[config.mk]
export PLATFORM = sky130hd
export DESIGN_NAME = uart_transceiver
export DESIGN_NICKNAME = d
export VERILOG_FILES = /design/src/rtl/uart_transceiver.sv
export SDC_FILE = /design/constraint.sdc
export NUM_CORES = 1
export LEC_CHECK = 0
export ABC_AREA = 1
export BUFFER_PORTS_ARGS = -buffer_cell sky130_fd_sc_hd__buf_2
export CAP_MARGIN = 20
export CORE_UTILIZATION = 40
export CTS_BUF_LIST = sky130_fd_sc_hd__clkbuf_4 sky130_fd_sc_hd__clkbuf_8
export DETAILED_ROUTE_END_ITERATION = 10
export MAX_ROUTING_LAYER = met4
export PLACE_DENSITY = 0.63
export SLEW_MARGIN = 20
export SYNTH_ARGS = -nofsm -noshare
export SYNTH_HDL_FRONTEND = slang
export SYNTH_SLANG_ARGS = --single-unit
[constraint.sdc]
create_clock -name clk -period 4.2 [get_ports clk]
set_input_delay 1.05 -clock clk [delete_from_list [all_inputs] [get_ports clk]]
set_output_delay 1.05 -clock clk [all_outputs]
set_load 0.03 [all_outputs]
[src/rtl/uart_transceiver.sv]
// uart_transceiver: runtime-configurable UART TX/RX with 16x oversampling; define UART_BREAK_DETECT_EN for break detection
module uart_transceiver #(
  parameter int DATA_WIDTH = 8,
  parameter int DIV_WIDTH = 16,
  localparam int CW = $clog2(DATA_WIDTH + 1)
) (
  input  logic                  clk,
  input  logic                  reset,
  input  logic [DIV_WIDTH-1:0]  baud_div,
  input  logic [CW-1:0]         cfg_data_bits,
  input  logic [1:0]            cfg_parity,
  input  logic                  cfg_stop2,
  input  logic                  rx_uart,
  output logic                  tx_uart,
  input  logic [DATA_WIDTH-1:0] tx_data,
  input  logic                  tx_valid,
  output logic                  tx_ready,
  output logic [DATA_WIDTH-1:0] rx_data,
  output logic                  rx_valid,
  input  logic                  rx_ready,
  output logic                  rx_parity_err,
  output logic                  rx_frame_err,
  output logic                  rx_overrun,
  output logic                  rx_break
);
  typedef enum logic [2:0] {T_IDLE, T_START, T_DATA, T_PAR, T_STOP1, T_STOP2} tx_st_t;
  typedef enum logic [2:0] {R_IDLE, R_START, R_DATA, R_PAR, R_STOP, R_BRK} rx_st_t;
  function automatic logic [CW-1:0] eff_bits(input logic [CW-1:0] b);
    return (b < CW'(5) || b > CW'(DATA_WIDTH)) ? CW'(DATA_WIDTH) : b;
  endfunction
  function automatic logic [DATA_WIDTH-1:0] bit_mask(input logic [CW-1:0] n);
    logic [DATA_WIDTH-1:0] m;
    for (int i = 0; i < DATA_WIDTH; i++) m[i] = i < int'(n);
    return m;
  endfunction
  // a new divisor is only picked up on wrap so the current tick period is never cut short
  logic [DIV_WIDTH-1:0] cnt, div_q;
  logic tick;
  assign tick = cnt == div_q;
  always_ff @(posedge clk)
    if (reset || tick) begin
      cnt <= '0;
      div_q <= baud_div;
    end else cnt <= cnt + 1'b1;
  tx_st_t ts, ts_n;
  logic [3:0] t_sub;
  logic [CW-1:0] t_idx, t_n;
  logic [1:0] t_par;
  logic t_s2, t_pb, t_end, t_bit;
  logic [DATA_WIDTH-1:0] t_dat, t_masked;
  assign t_end = tick && t_sub == 4'hf;
  assign t_masked = tx_data & bit_mask(eff_bits(cfg_data_bits));
  always_ff @(posedge clk) ts <= reset ? T_IDLE : ts_n;
  always_comb begin
    ts_n = ts;
    case (ts)
      T_IDLE:  ts_n = tx_valid ? T_START : T_IDLE;
      T_START: ts_n = t_end ? T_DATA : T_START;
      T_DATA:  ts_n = (!t_end || t_idx != t_n - 1'b1) ? T_DATA : ^t_par ? T_PAR : T_STOP1;
      T_PAR:   ts_n = t_end ? T_STOP1 : T_PAR;
      T_STOP1: ts_n = !t_end ? T_STOP1 : t_s2 ? T_STOP2 : T_IDLE;
      T_STOP2: ts_n = t_end ? T_IDLE : T_STOP2;
      default: ts_n = T_IDLE;
    endcase
  end
  always_comb begin
    tx_ready = ts == T_IDLE;
    t_bit = ts == T_START ? 1'b0 : ts == T_DATA ? t_dat[0] : ts == T_PAR ? t_pb : 1'b1;
  end
  // the line only moves on ticks, so each bit starts one tick after its state is entered
  always_ff @(posedge clk)
    if (reset) begin
      tx_uart <= 1'b1;
      t_sub <= '0;
      t_idx <= '0;
      t_n <= '0;
      t_par <= '0;
      t_s2 <= 1'b0;
      t_pb <= 1'b0;
      t_dat <= '0;
    end else begin
      tx_uart <= tick ? t_bit : tx_uart;
      if (ts == T_IDLE) begin
        t_sub <= '0;
        t_idx <= '0;
        if (tx_valid) begin
          t_n <= eff_bits(cfg_data_bits);
          t_par <= cfg_parity;
          t_s2 <= cfg_stop2;
          t_dat <= t_masked;
          t_pb <= ^t_masked ^ cfg_parity[1];
        end
      end else if (tick) begin
        t_sub <= t_sub + 1'b1;
        if (t_end && ts == T_DATA) begin
          t_idx <= t_idx + 1'b1;
          t_dat <= t_dat >> 1;
        end
      end
    end
  rx_st_t rs, rs_n;
  logic r_s1, r_s, r_samp, r_end, r_pb, r_brk, stop_hit, deliver, load, r_perr;
  logic [3:0] r_sub;
  logic [CW-1:0] r_idx, r_n;
  logic [1:0] r_par;
  logic [DATA_WIDTH-1:0] r_sh;
  assign r_samp = tick && r_sub == 4'd8;
  assign r_end = tick && r_sub == 4'hf;
  assign stop_hit = rs == R_STOP && r_samp;
  assign deliver = stop_hit && !r_brk;
  assign load = deliver && (!rx_valid || rx_ready);
  assign r_perr = ^r_par && ((^r_sh ^ r_par[1]) != r_pb);
`ifdef UART_BREAK_DETECT_EN
  logic r_allz;
  always_ff @(posedge clk)
    if (reset) r_allz <= 1'b0;
    else if (rs == R_START && r_samp) r_allz <= 1'b1;
    else if ((rs == R_DATA || rs == R_PAR) && r_samp) r_allz <= r_allz & ~r_s;
  assign r_brk = r_allz & ~r_s;
`else
  assign r_brk = 1'b0;
`endif
  always_ff @(posedge clk) rs <= reset ? R_IDLE : rs_n;
  always_comb begin
    rs_n = rs;
    case (rs)
      R_IDLE:  rs_n = r_s ? R_IDLE : R_START;
      R_START: rs_n = (r_samp && r_s) ? R_IDLE : r_end ? R_DATA : R_START;
      R_DATA:  rs_n = (!r_end || r_idx != r_n - 1'b1) ? R_DATA : ^r_par ? R_PAR : R_STOP;
      R_PAR:   rs_n = r_end ? R_STOP : R_PAR;
      R_STOP:  rs_n = !r_samp ? R_STOP : r_brk ? R_BRK : R_IDLE;
      R_BRK:   rs_n = r_s ? R_IDLE : R_BRK;
      default: rs_n = R_IDLE;
    endcase
  end
  always_ff @(posedge clk)
    if (reset) begin
      r_s1 <= 1'b1;
      r_s <= 1'b1;
      r_sub <= '0;
      r_idx <= '0;
      r_n <= '0;
      r_par <= '0;
      r_pb <= 1'b0;
      r_sh <= '0;
      rx_data <= '0;
      rx_valid <= 1'b0;
      rx_parity_err <= 1'b0;
      rx_frame_err <= 1'b0;
      rx_overrun <= 1'b0;
      rx_break <= 1'b0;
    end else begin
      r_s1 <= rx_uart;
      r_s <= r_s1;
      r_sub <= (rs == R_IDLE || rs == R_BRK) ? '0 : tick ? r_sub + 1'b1 : r_sub;
      if (rs == R_START && r_samp) begin
        r_n <= eff_bits(cfg_data_bits);
        r_par <= cfg_parity;
        r_sh <= '0;
        r_idx <= '0;
      end
      if (rs == R_DATA && r_samp) r_sh <= r_sh | (DATA_WIDTH'(r_s) << r_idx);
      if (rs == R_DATA && r_end) r_idx <= r_idx + 1'b1;
      if (rs == R_PAR && r_samp) r_pb <= r_s;
      rx_valid <= load | (rx_valid & ~rx_ready);
      if (load) begin
        rx_data <= r_sh;
        rx_parity_err <= r_perr;
        rx_frame_err <= ~r_s;
      end
      rx_overrun <= deliver && !load;
      rx_break <= stop_hit && r_brk;
    end
endmodule

==> results of run 1 <==
## path summary, 6_finish.rpt
path / startpoint / to / slack, ps / cells past startpoint
worst max-delay path: ts[1]$_SDFF_PP0_ / tx_ready / 1520 / 4
worst min-delay path: r_s1$_SDFF_PP1_ / r_s$_SDFF_PP1_ / 430 / 1
worst max register to register: cnt[2]$_SDFF_PP0_ / div_q[4]$_DFFE_PP_ / 2170 / 8
worst min register to register: r_s1$_SDFF_PP1_ / r_s$_SDFF_PP1_ / 430 / 1
## cell usage after synthesis (all sizes together), types with 16 or more instances
library cell / instances / area, µm²
a21oi: 52 / 260
dfxtp: 84 / 1680
edfxtp: 16 / 480
inv: 93 / 349
nand2: 149 / 579
nand3: 38 / 208
nor2: 88 / 367
nor3: 26 / 156
o21ai: 44 / 224
xnor2: 16 / 140
xor2: 19 / 166
## layout make-up
cell class	count	area, µm²	area share
Clock inverter	6	65.1	0.0117
Inverter	93	349	0.0628
Multi-Input combinational cell	468	2390	0.430
Sequential cell	100	2160	0.389
Clock buffer	10	131	0.0236
Timing Repair Buffer	50	253	0.0454
Tap cell	168	210	0.0378
## logic make-up (layout without fill, tap and decap cells)
kind of cell / count (synthesis) / count (layout) / synth area share
fa+ha+maj: 8 / 8 / 0.0200
xor+xnor: 35 / 35 / 0.0612
other cells: 1 / 1 / 0.000749
buf+inv: 111 / 159 / 0.0909
flops: 100 / 100 / 0.432
compound gates: 107 / 107 / 0.113
simple gates: 317 / 317 / 0.283
## critical path: cells and delay by family, from the launching register on
family | cells | cell delay [ps]
AND/OR/NAND/NOR | 2 | 450
buffers and inverters | 2 | 510
flip-flops | 1 | 330
## state kept, by name, summed over array words and instances (netlist names), 3 cells and up
name / count
r_idx: 4
r_sub: 4
t_dat: 8
t_sub: 4
r_sh: 8
cnt: 16
rx_data: 8
div_q: 16
t_idx: 4
r_n: 4
rs: 3
t_n: 4
ts: 3
## stage by stage
step                      hold WS [ps]  total power [mW]  std cells  worst slack, ps   util
after CTS                          428              1.81        895             1530  0.459
after global routing               457              1.87        895             1390  0.459
after detailed placement           402              1.20        879             1760  0.443
after global placement             396              1.19        879             1820  0.443
after floorplan                    389              1.15        679             1930      -
final                              425              1.79        895             1520  0.459
## report_power, final
part	switching [mW]	total, mW	internal (mW)
clock	0.328	0.610	0.282
sequential	0.0168	1.02	1.00
combinational	0.0979	0.157	0.0589
## layer usage
layer,vias to the layer above,share of wire,track usage
met4,0,0.018,0.0606
met1,1937,0.48,0.201
met3,13,0.028,0.0319
li1,2254,-,-
met2,59,0.48,0.279
met5,-,0,-
==> impl_metrics.tcl, run 1 <==
set metrics [dict create \
    viasPerCell 4.76 \
    drc 0 \
    max_stage_delay_ps 330 \
    die_h_um 114 \
    cts_max_path_buffers 2 \
    grt_max_degree 41 \
    rows 40 \
    placed_area_um2 5370 \
    initialDrtViolationCount 167 \
    fmax_mhz 372 \
    synth-edff-count 16 \
    cp_max_fo 14 \
    finalSetupViolCount 0 \
    hold_violations 0 \
    ys_seq_area_frac 0.432 \
    post_cts_resized 0 \
    diodes 0 \
    critical_path_class "flop to output pin" \
    critPathLaunchType "flop" \
    max_slew_margin 0.502 \
    start_util 0.414 \
    num_vias 4263 \
    ant_nets 0 \
    final_layout_size_suffix_gt1_frac 0.142 \
    n_fill_cell 1203 \
    wirelength_mm 10.1 \
    hpwl_mm 7.42 \
    synth_nets 723 \
    die_area_um2 13000 \
    synth.distinct_cells 42 \
    drv_cap 0 \
    ys.flop_type "dfxtp_1" \
    final.setup.tns_ps 0 \
    end_kind "output pin" \
    path_clk_slew_ps 90 \
    syn_inst 679 \
    cts_max_level 3 \
    final_common_cell "nand2_1" \
    drtPass1Iterations 4 \
    clock_sinks 100 \
    cp.arrival_ps 1630 \
    place.gp.congestion 0.828 \
    tightest_slew_ps 744 \
    cts_tree "done" \
    path_cells "nor2_1 -> nand2_1 -> inv_1 -> buf_2" \
    period_needed_ps 2680 \
    min_path_type "flop to flop" \
    synth-seq-cells 100 \
    dieWidth_um 114 \
    synth_area_um2 5010 \
    grt_antenna_before_repair 0 \
    clk_latency_ps 360 \
    grt_usage 0.167 \
    cp.required_ps 3150 \
    core_area_um2 12100 \
    drv_slew 0 \
    finalClockSkew_ps 16.9 \
    syn2layout_area_growth_pct 11.0 \
    power_density_nw_per_um2 321 \
    final_area_um2 5560 \
    pin_count 51 \
    leakage_nw 2.38 \
    grt_pass1_vias 3956 \
    ys_warn_count 0 \
    status "completed" \
    ir_drop_mv 0.155 \
    hold_buffers 0 \
    cts_buffers 9 \
    rsz0062_at_grt "no" \
    synthArstFlopShare 0 \
    finalCritPeriodShare 0.639 \
    final_cell_mix "nand2_1 (143), dfxtp_1 (84), nor2_1 (83), inv_1 (79), a21oi_1 (52)" \
    gr-total-overflow 0 \
    io_buffer_count 49 \
    grt_pass1_wl_mm 17.1 \
    nNetsFinal 766 \
    syn_area_per_cell_um2 7.38 \
    wire_per_inst_um 11.2 \
    cts_root_buf "clkbuf_8" \
    worst_path_max_delay_cell "dfxtp_1" \
    cts_setup_buffers 0 \
]
No activity file was read; power rests on OpenSTA's default activity.
==> run 2, diff against run 1 <==
clock period = 2.65 ns   (was 4.2 ns; I/O delays follow)
==> run 2 against run 1 <==
Clock skew is 1.9 ps higher. Global-route usage is 0.69 points higher. Highest routed layer unchanged. Routed wire length hardly changed. Sequential share of layout area is 0.061 points lower. Final area is 0.16% higher. Critical path depth stayed put. Register-to-register slack worse by 1500 ps. Die area stayed put.
==> impl_metrics.tcl, run 2 (synthesis results as in run 1) <==
set metrics [dict create \
    status "completed" \
    p_int_mw 2.05 \
    placed_area_um2 5400 \
    final.setup.tns_ps 0 \
    critical_path_class "flop to output pin" \
    drc 0 \
    post_cts_resized 0 \
    grt_pass1_vias 3895 \
    hold_buffers 0 \
    leakage_nw 2.39 \
    hold_end "r_s$_SDFF_PP1_" \
    fmax_mhz 491 \
    grt_pass1_wl_mm 17.5 \
    cts_setup_buffers 0 \
    worstHoldStart "r_s1$_SDFF_PP1_" \
    min_path_type "flop to flop" \
    ir_drop_mv 0.315 \
    gr-total-overflow 0 \
    period_needed_ps 2040 \
    r2r_start "cnt[9]$_SDFF_PP0_" \
    power.total_mw 2.77 \
    pin_count 51 \
    final_cell_mix "nand2_1 (143), dfxtp_1 (84), nor2_1 (83), inv_1 (79), a21oi_1 (52)" \
    cp_max_fo 7 \
    diodes 0 \
    initialDrtViolationCount 138 \
    drtPass1Iterations 4 \
    cts_buffers 9 \
    die_area_um2 13000 \
    clkPwrFrac 0.324 \
    min_path_cells 1 \
    drv_slew 0 \
    finalClockSkew_ps 18.8 \
    clk_latency_ps 390 \
    ant_nets 0 \
    grt_usage 0.174 \
    grt_antenna_before_repair 0 \
    rows 40 \
    sw_frac_of_total 0.258 \
    seq_power_share 0.584 \
    tightest_slew_ps 662 \
    cts_max_level 3 \
    core_area_um2 12100 \
    n_fill_cell 1249 \
    cts_tree "done" \
    final_common_cell "nand2_1" \
    start_util 0.414 \
    cts_max_path_buffers 2 \
    clock_sinks 100 \
    utilization 0.460 \
    cp.required_ps 1990 \
    wire_per_inst_um 11.2 \
    dp_slack_ps 623 \
    end_kind "output pin" \
    die_h_um 114 \
    path_clk_slew_ps 100 \
    num_vias 4241 \
    syn2layout_area_growth_pct 11.2 \
    drv_cap 0 \
    critPathLaunchType "flop" \
    rrSetupSlack_ps 640 \
    final_area_um2 5570 \
    hold_violations 0 \
    hpwl_mm 7.45 \
    cp.arrival_ps 1380 \
    rsz0062_at_grt "no" \
    finalCritPeriodShare 0.769 \
    power_density_nw_per_um2 497 \
    max_slew_margin 0.557 \
    wirelength_mm 10.1 \
    nNetsFinal 770 \
    switchingPower_mw 0.715 \
    r2r_end "cnt[6]$_SDFF_PP0_" \
    final_layout_size_suffix_gt1_frac 0.146 \
    cts_root_buf "clkbuf_8" \
    grt_max_degree 41 \
    timing.final.ws_setup_ps 611 \
    finalSetupViolCount 0 \
    reg2regPathDepth 10 \
    dieWidth_um 114 \
    place.gp.congestion 0.826 \
    viasPerCell 4.72 \
    io_buffer_count 49 \
    comb_power_share 0.092 \
    reg_top3 "cnt x16, div_q x16" \
]
run 2: power groups by stage:
stage / Clock [mW] / Sequential [mW] / Combinational [mW]
after global routing: 1.00 / 1.62 / 0.294
final: 0.898 / 1.61 / 0.255
after CTS: 0.932 / 1.62 / 0.256
after floorplan: 0 / 1.64 / 0.188
after detailed placement: 0 / 1.65 / 0.255
after global placement: 0 / 1.65 / 0.248
run 2: stage by stage:
stage	instances	hold WS, ps
floorplan	679	389
global placement	883	399
detailed placement	883	399
CTS	899	426
global route	899	432
finish	899	423
run 2: worst max-delay path by stage:
stage / startpoint / end / slack (ps) / cells past startpoint
3_5_place_dp: cfg_data_bits[3] / t_pb$_SDFFE_PP0P_ / 620 / 9
2_1_floorplan: reset / div_q[0]$_DFFE_PP_ / 770 / 4
5_1_grt: cnt[9]$_SDFF_PP0_ / t_dat[0]$_SDFFE_PP0P_ / 380 / 12
6_report: ts[1]$_SDFF_PP0_ / tx_ready / 610 / 4
4_1_cts: ts[1]$_SDFF_PP0_ / tx_ready / 590 / 4
3_3_place_gp: cfg_data_bits[3] / t_pb$_SDFFE_PP0P_ / 610 / 9
run 2: cell type report:
class | count | area (µm²) | share of cell area
clock buffers | 11 | 139 | 0.0249
clock inverters | 5 | 36.3 | 0.00651
inverters | 93 | 349 | 0.0627
multi-input cells | 468 | 2390 | 0.429
flip-flops and latches | 100 | 2160 | 0.388
well taps | 168 | 210 | 0.0377
repair buffers | 54 | 283 | 0.0508
run 2: routing by layer:
layer | wire [µm] | up-vias | global-route usage
met5 | 0 | - | -
met4 | 112 | 0 | 0.0571
met3 | 353 | 7 | 0.0404
met2 | 4820 | 50 | 0.281
met1 | 4790 | 1922 | 0.215
li1 | - | 2262 | -
run 2: worst max-delay path, cell delays in order (launching register included):
cell	delay, ps
dfxtp_1	340
nor2_1	150
nand2_1	100
inv_1	170
buf_2	230
